===== src/rtl/rand_delay_pkg.sv =====
// Shared types and LFSR step function for the random-delay stream element.
package rand_delay_pkg;

  localparam logic [15:0] LFSR_MASK = 16'hB400;

  typedef logic [15:0] lfsr_t;

  // Galois form, shifting right; the taps are folded in when a 1 falls out of bit 0.
  function automatic lfsr_t lfsr_next(lfsr_t cur);
    lfsr_t nxt;
    nxt = cur >> 1;
    if (cur[0]) nxt = nxt ^ LFSR_MASK;
    return nxt;
  endfunction

endpackage


===== src/rtl/rand_delay_lfsr.sv =====
// Free-running 16-bit Galois LFSR; advances every clock out of reset so that a
// run is reproducible for a given seed regardless of traffic.
module rand_delay_lfsr
  import rand_delay_pkg::*;
#(
  parameter logic [15:0] SEED = 16'hACE1
) (
  input  logic        clk,
  input  logic        rst_ni,
  output logic [15:0] state
);

  // An all-zero state never leaves zero, so a zero seed is bumped to 1.
  localparam logic [15:0] SEED_SAFE = (SEED == 16'h0000) ? 16'h0001 : SEED;

  lfsr_t lfsr_q;

  always_ff @(posedge clk or negedge rst_ni) begin
    if (!rst_ni) begin
      lfsr_q <= SEED_SAFE;
    end else begin
      lfsr_q <= lfsr_next(lfsr_q);
    end
  end

  assign state = lfsr_q;

endmodule


===== src/rtl/rand_delay_stream.sv =====
// Random-delay element for valid/ready streams: every accepted beat is held for a
// per-beat delay before release, in strict FIFO order, with up to DEPTH in flight.
module rand_delay_stream
  import rand_delay_pkg::*;
#(
  parameter int          DATA_WIDTH  = 32,
  parameter int          DEPTH       = 8,
  parameter int          MIN_DELAY   = 0,
  parameter int          MAX_DELAY   = 15,
  parameter bit          FIXED_DELAY = 1'b0,
  parameter logic [15:0] LFSR_SEED   = 16'hACE1
) (
  input  logic                       clk,
  input  logic                       rst_ni,
  input  logic                       in_valid_i,
  output logic                       in_ready_o,
  input  logic [DATA_WIDTH-1:0]      in_data_i,
  output logic                       out_valid_o,
  input  logic                       out_ready_i,
  output logic [DATA_WIDTH-1:0]      out_data_o,
  output logic [$clog2(DEPTH+1)-1:0] count_o
);

  localparam int CNT_W = $clog2(DEPTH + 1);
  localparam int PTR_W = (DEPTH > 1) ? $clog2(DEPTH) : 1;
  localparam int REM_W = (MAX_DELAY > 0) ? $clog2(MAX_DELAY + 1) : 1;
  localparam int RANGE = MAX_DELAY - MIN_DELAY + 1;
  localparam bit USE_FIXED = FIXED_DELAY || (MIN_DELAY == MAX_DELAY);
  localparam logic [PTR_W-1:0] PTR_LAST = PTR_W'(DEPTH - 1);

  if (MAX_DELAY < MIN_DELAY) begin : g_bad_range
    $error("rand_delay_stream: MAX_DELAY (%0d) is below MIN_DELAY (%0d)", MAX_DELAY, MIN_DELAY);
  end

  logic [DATA_WIDTH-1:0] mem_data [DEPTH];
  logic [REM_W-1:0]      mem_rem  [DEPTH];
  logic [DEPTH-1:0]      occupied;
  logic [DEPTH-1:0]      due;
  logic [PTR_W-1:0]      wr_ptr;
  logic [PTR_W-1:0]      rd_ptr;
  logic [CNT_W-1:0]      count;
  logic                  started;
  lfsr_t                 lfsr_state;
  logic [REM_W-1:0]      new_delay;
  logic                  push;
  logic                  pop;

  rand_delay_lfsr #(
    .SEED (LFSR_SEED)
  ) u_lfsr (
    .clk    (clk),
    .rst_ni (rst_ni),
    .state  (lfsr_state)
  );

  always_comb begin
    new_delay = REM_W'(MIN_DELAY);
    if (!USE_FIXED) begin
      new_delay = REM_W'(MIN_DELAY) + REM_W'(lfsr_state % 16'(RANGE));
    end
  end

  // started keeps in_ready low until the first edge after reset is released.
  assign in_ready_o  = started & (count < CNT_W'(DEPTH));
  assign out_valid_o = (count != '0) & due[rd_ptr];
  assign out_data_o  = mem_data[rd_ptr];
  assign count_o     = count;

  assign push = in_valid_i & in_ready_o;
  assign pop  = out_valid_o & out_ready_i;

  // An entry becomes due one edge after its countdown hits zero, which gives the
  // registered one-cycle minimum latency; due stays set until the entry is popped.
  always_ff @(posedge clk or negedge rst_ni) begin
    if (!rst_ni) begin
      for (int i = 0; i < DEPTH; i++) begin
        mem_data[i] <= '0;
        mem_rem[i]  <= '0;
      end
      occupied <= '0;
      due      <= '0;
    end else begin
      for (int i = 0; i < DEPTH; i++) begin
        if (occupied[i]) begin
          if (mem_rem[i] != '0) begin
            mem_rem[i] <= mem_rem[i] - REM_W'(1);
          end else begin
            due[i] <= 1'b1;
          end
        end
      end
      if (pop) begin
        occupied[rd_ptr] <= 1'b0;
        due[rd_ptr]      <= 1'b0;
      end
      if (push) begin
        occupied[wr_ptr] <= 1'b1;
        due[wr_ptr]      <= 1'b0;
        mem_data[wr_ptr] <= in_data_i;
        mem_rem[wr_ptr]  <= new_delay;
      end
    end
  end

  always_ff @(posedge clk or negedge rst_ni) begin
    if (!rst_ni) begin
      wr_ptr  <= '0;
      rd_ptr  <= '0;
      count   <= '0;
      started <= 1'b0;
    end else begin
      started <= 1'b1;
      if (push) begin
        wr_ptr <= (wr_ptr == PTR_LAST) ? '0 : wr_ptr + PTR_W'(1);
      end
      if (pop) begin
        rd_ptr <= (rd_ptr == PTR_LAST) ? '0 : rd_ptr + PTR_W'(1);
      end
      case ({push, pop})
        2'b10:   count <= count + CNT_W'(1);
        2'b01:   count <= count - CNT_W'(1);
        default: count <= count;
      endcase
    end
  end

endmodule


===== config.mk =====
export PLATFORM = sky130hd
export DESIGN_NAME = rand_delay_stream
export DESIGN_NICKNAME = d
export VERILOG_FILES = /design/src/rtl/rand_delay_pkg.sv /design/src/rtl/rand_delay_lfsr.sv /design/src/rtl/rand_delay_stream.sv
export SDC_FILE = /design/constraint.sdc
export NUM_CORES = 1
export LEC_CHECK = 0
export ABC_AREA = 0
export CORE_MARGIN = 2
export CORE_UTILIZATION = 35
export DETAILED_ROUTE_END_ITERATION = 12
export HOLD_SLACK_MARGIN = 0.15
export PLACE_DENSITY_LB_ADDON = 0.12
export RECOVER_POWER = 25
export SLEW_MARGIN = 20
export SYNTH_ARGS = -nofsm -noshare
export SYNTH_HDL_FRONTEND = slang
export SYNTH_SLANG_ARGS = --single-unit

===== constraint.sdc =====
create_clock -name clk -period 5.3 [get_ports clk]
set_input_delay 0.53 -clock clk [delete_from_list [all_inputs] [get_ports clk]]
set_output_delay 0.53 -clock clk [all_outputs]
set_load 0.01 [all_outputs]

# Word-level counts from Yosys, hierarchy flattened
# Index checks and enable logic that the tools add are counted.
[word_totals]
reg_bits = 331
inputBits = 36
out_inout_bits = 38
word_cells = 129
[classes]
n_addsub = 12
n_lt_le_gt_ge = 8
eq_ne = 4
mux = 56
bitwise = 13
reduce_logical = 13
[ops]
columns = ["cell", "n"]
rows = [
  ["bitwise mux 256 bit", 1],
  ["2-to-1 mux 32 bit", 4],
  ["binary-select mux 32 bit (select 3 bit)", 1],
  ["demux 32 bit (select 3 bit)", 1],
  ["2-to-1 mux 4 bit", 17],
  ["nonzero test 4 bit", 9],
  ["subtractor 4 x 1 -> 4 bit, second input constant", 9],
  ["bitwise mux 32 bit", 1],
  ["2-to-1 mux 8 bit", 4],
  ["bitwise AND 8 bit", 3],
  ["2-to-1 mux 1 bit", 19],
  ["2-to-1 mux 16 bit", 1],
  ["inverter 8 bit", 2],
  ["demux 4 bit (select 3 bit)", 1],
  ["inverter 3 -> 4 bit", 3],
  ["greater-or-equal comparator 4 bit, second input constant", 2],
  ["< comparator 3 x 4 -> 1 bit, second input constant", 2],
  ["OR 8 bit", 1],
  ["one-hot mux 4 bit (2 select lines)", 1],
  ["adder 3 x 1 -> 3 bit, second input constant", 2],
  ["demux 1 bit (select 3 bit)", 2],
  ["equality test 3 bit, second input constant", 2],
  ["greater-or-equal comparator 3 x 1 -> 1 bit, second input constant", 2],
  ["2-to-1 mux 3 bit", 2],
  ["other kinds (9)", 14],
]

# Depth between registers and ports, before layout
[logic_depth]
depth_word = 9
mapped_depth = 12
depth_no_buf = 10

# Cells and area by module
# Synthesis repeated with hierarchy kept, for this count alone.
[hier_totals]
cells_unflattened = 1398
area_unflattened_um2 = 15386.0
[by_module_without_submodules]
columns = ["mod", "n_inst", "cells_each", "area_each_um2", "seq_area_each_um2"]
rows = [
  ["rand_delay_stream", 1, 1379, 14949.3, 7882.6],
  ["rand_delay_lfsr", 1, 19, 436.7, 410.4],
]

# Worst setup path before layout
# OpenSTA, ideal clock, no wires.
[synth_path]
kind = "register to register"
startpoint = "reg rd_ptr[0]"
endpoint = "reg count[2] (netlist: count_o[2])"
setup_time_ns = 0.130
arrival_ns = 2.293
required_time_ns = 5.170
path_slack_ns = 2.877
path_stages_with_launch = 12
path_buffers = 1
synth_period_minus_slack_ns = 2.423
path_cell_list = "dfrtp_1 mux2_2 a22oi_2 a211oi_2 buf_2 ha_1 xor2_1 ha_1 a21oi_1 xor2_1 nor2_1 xor2_1"
[synth_between]
elab_chain_cells = 6
word_cells_on_any_way = 8
cone_classes = "eq/ne (2); mux (3); bitwise (2); reduce/logical (1)"
[synth_rtl]
columns = ["item", "line_no", "source"]
rows = [
  ["start, declared", "rand_delay_stream.sv:40", "logic [PTR_W-1:0] rd_ptr;"],
  ["start signal, assigned", "rand_delay_stream.sv:117", "rd_ptr <= (rd_ptr == PTR_LAST) ? '0 : rd_ptr + PTR_W'(1);"],
  ["binary-select mux 1 bit (select 3 bit) *", "rand_delay_stream.sv:65", "assign out_valid_o = (count != '0) & due[rd_ptr];"],
  ["2-to-1 mux 1 bit (not written as such) *", "rand_delay_stream.sv:65", ""],
  ["bitwise AND 1 bit *", "rand_delay_stream.sv:65", ""],
  ["bitwise AND 1 bit *", "rand_delay_stream.sv:70", "assign pop = out_valid_o & out_ready_i;"],
  ["equality test 2 x 1 -> 1 bit / equality test 2 bit (equally long branches)", "rand_delay_stream.sv:119", "case ({push, pop})"],
  ["one-hot mux 4 bit (2 select lines) / nonzero test 2 bit (equally long branches)", "n/a", ""],
  ["end signal, assigned", "rand_delay_stream.sv:120", "2'b10: count <= count + CNT_W'(1);"],
  ["end signal, assigned", "rand_delay_stream.sv:121", "2'b01: count <= count - CNT_W'(1);"],
  ["end signal, assigned", "rand_delay_stream.sv:122", "default: count <= count;"],
  ["end, declared", "rand_delay_stream.sv:41", "logic [CNT_W-1:0] count;"],
]
# Every way passes the cells marked *; elsewhere a longest branch is shown, timed or not. The select of a mux whose other input is x is not followed.
# A chain may end at the register's enable or synchronous reset.

# Worst setup path in the final report
[layout_path]
startpoint = "reg rd_ptr[1]"
endpoint = "out out_data_o[30]"
[layout_between]
elab_chain_cells = 4
[layout_rtl]
columns = ["item", "line_no", "source"]
rows = [
  ["inverter 3 -> 4 bit (not written as such)", "rand_delay_stream.sv:66", "assign out_data_o = mem_data[rd_ptr];"],
  ["binary-select mux 32 bit (select 3 bit)", "rand_delay_stream.sv:66", ""],
  ["2-to-1 mux 32 bit (not written as such) (2 in series)", "rand_delay_stream.sv:66", ""],
  ["end, declared", "rand_delay_stream.sv:20", "output logic [DATA_WIDTH-1:0] out_data_o,"],
]
# Every way passes these cells. The select of a mux whose other input is x is not followed.

==> impl_metrics.yaml <==
timing:
  setup_viol: 0
  max-slew-margin-rel: -0.910
  min_period_ps: 4270
  maxSlewViolCount: 176
  final.period_utilization: 0.805
  rsz0062_at_grt: "no"
  timing.fmax_ghz: 0.234
  setup_tns_ps: 0
  worst_slew_pin_slew_ps: 2860
  hold_viol: 0
  skew_ps: 19.5
die:
  die_y_um: 215
  start_util: 0.353
  dieArea_sq_um: 46100
  row_count: 77
  ios: 74
  die_x_um: 215
  core_area_sq_um: 44000
synth:
  synth_seq_area_share: 0.534
  synthDominantAreaCellType: "dfrtp_1"
  synth_cell_types: 60
  synth-compound-area-share: 0.0715
  ys_ff_latch: 331
  synthAdderAreaFrac: 0.0121
  yosysWarnings: 0
  ys_async_sr_fraction: 1.00
  synth_edf_count: 0
  synth_area_per_cell_sq_um: 10.5
  netlist_area_sq_um: 15500
  yosys.area_share.xor_xnor: 0.0102
  yosysTopAreaCellShare: 0.521
  synth_mux_area_frac: 0.155
  synth_top_family_by_area: "simple AND/OR/NAND/NOR gates"
  syn_inst: 1484
  synth-simple-area-share: 0.178
  synth_nets: 1535
  synthFlopType: "dfrtp_1"
  synth_area_leaders: "dfrtp_1, nand2_1, mux2_4"
critical_path:
  worstPathRequired_ps: 4770
  regToRegSetupSlack_ps: 1460
  worstSetupPathType: "flip-flop to output pin"
  critPathMaxFanout: 48
  arrival_ps: 3740
  crit_path_start_kind: "flip-flop"
  worst_setup_path_end_kind: "output pin"
  reg2reg_depth: 11
clock_network:
  numCtsBuffers: 40
  clock_latency_ps: 570
  cts-root-buf: "clkbuf_16"
  cts.clk_slew.worst_paths_ps: 60
  cts.path.max_buffers: 3
  tritoncts: "done"
  cts_resized: 0
  cts_sinks: 331
  htreeDepth: 2
detailed_routing:
  drc_errors: 0
  drtIter0Drc: 862
  dr_total_vias: 10982
  vias_per_cell: 5.07
  first_pass_iters: 5
  routed_wl_um: 45600
  ant_nets: 0
  routedWlPerCell_um: 21.0
global_routing:
  grt_pass1_vias: 11070
  antenna_found_initial: 1
  gr-total-overflow: 0
  grt_max_degree: 130
  grt_usage: 0.201
  grt_pass1_wl_um: 70900
outcome:
  violations: "capacitance limit, slew limit"
  outcome: "finished, violations left"
min_path:
  hold_path_depth: 0
  hold_class: "flip-flop to flip-flop"
layout:
  mostFrequentLayoutCells: "nand2_1, dfrtp_1, clkdlybuf4s50_1"
  n_antenna_cell: 0
  drive_above_1_share: 0.175
  multi_input_area_sq_um: 6680
  final_common_cell: "nand2_1"
  register_area_sq_um: 8300
  fin_util: 0.412
  num-nets-final: 1596
  final_cells: 2167
  areaGrowthSynthToFinish_pct: 16.9
  nFillCells: 4294
  fin_area_sq_um: 18200
power:
  finalPower_uw: 11500
  power_per_cell_area_nw_per_um2: 632
  peakVddDrop_uv: 325
  p_leak_uw: 0.00884
place:
  placed_area_sq_um: 16800
  gp_congestion: 0.757
  dp_cells: 2094
  portBuffers: 73
  hpwl_um: 26600
run:
  maxCapViolCount: 3
[synth_stat cells (14+ instances only)]
master	count
mux2_2	67
clkbuf_1	22
dfrtp_1	323
inv_1	21
nand2b_1	14
mux2i_1	31
ha_1	15
a221oi_1	22
o21ai_0	31
a21oi_1	39
nand2_1	536
a31oi_1	14
nor2_1	46
buf_2	44
nor3_1	14
mux2_4	62
mux4_2	17
a22oi_1	19
[worst max-delay path, cell delays in order, from the launching register on]
cell,delay [ps]
dfrtp_4,950
buf_4,390
and3_1,690
a222oi_1,180
o21ai_0,280
clkdlybuf4s50_1,650
[final cells by class]
type / count / share of cell area
inverters: 21 / 0.00434
well taps: 592 / 0.0408
clock buffers: 62 / 0.0664
clock inverters: 10 / 0.00751
flip-flops and latches: 331 / 0.457
multi-input cells: 1044 / 0.368
repair buffers: 107 / 0.0558
[where the power goes]
part	total (uW)	internal, uW	switching [uW]	leakage [uW]
clock network	2810	1710	1100	0.000662
logic	4230	2170	2060	0.00395
registers	4440	3580	865	0.00423
total	11500	7460	4020	0.00884
[state kept, by name, indices dropped and copies added, names as in the netlist]
register	cells
mem_data	256
due	8
u_lfsr.state	16
rd_ptr	3
wr_ptr	3
mem_rem	32
started	1
count_o	4
occupied	8
[cells by family after synthesis]
group | Yosys count
buf+inv | 109
flops | 331
xor+xnor | 18
other cells | 1
fa+ha+maj | 15
simple gates | 666
compound gates | 165
mux | 179
[stage by stage]
step / setup slack, ps / hold slack (ps)
detailed placement: 1420 / 336
floorplan: 2880 / 234
global placement: 1450 / 337
finish: 1030 / 349
global route: 853 / 362
CTS: 994 / 353
[final timing paths]
path,from,endpoint
min in group asynchronous,rst_ni,u_lfsr.state[9]
worst max register to register,rd_ptr[1],count_o[2]
worst max-delay path,rd_ptr[1],out_data_o[30]
worst min register to register,u_lfsr.state[4],u_lfsr.state[3]
worst min-delay path,u_lfsr.state[4],u_lfsr.state[3]
max in group asynchronous,rst_ni,mem_data[111]
[layer usage]
metal / part of all wire / global-route usage
met3: 0.049 / 0.0386
met5: 0.00035 / 0
met4: 0.017 / 0.0444
met1: 0.47 / 0.287
met2: 0.46 / 0.317
[what timing repair did]
item | 4_1_cts | 5_1_grt
setup buffers | 0 | 0
endpoints found under the hold margin | 94 | 0
hold buffers | 1 | 0
Note: power is estimated with default switching activity, not from simulation.
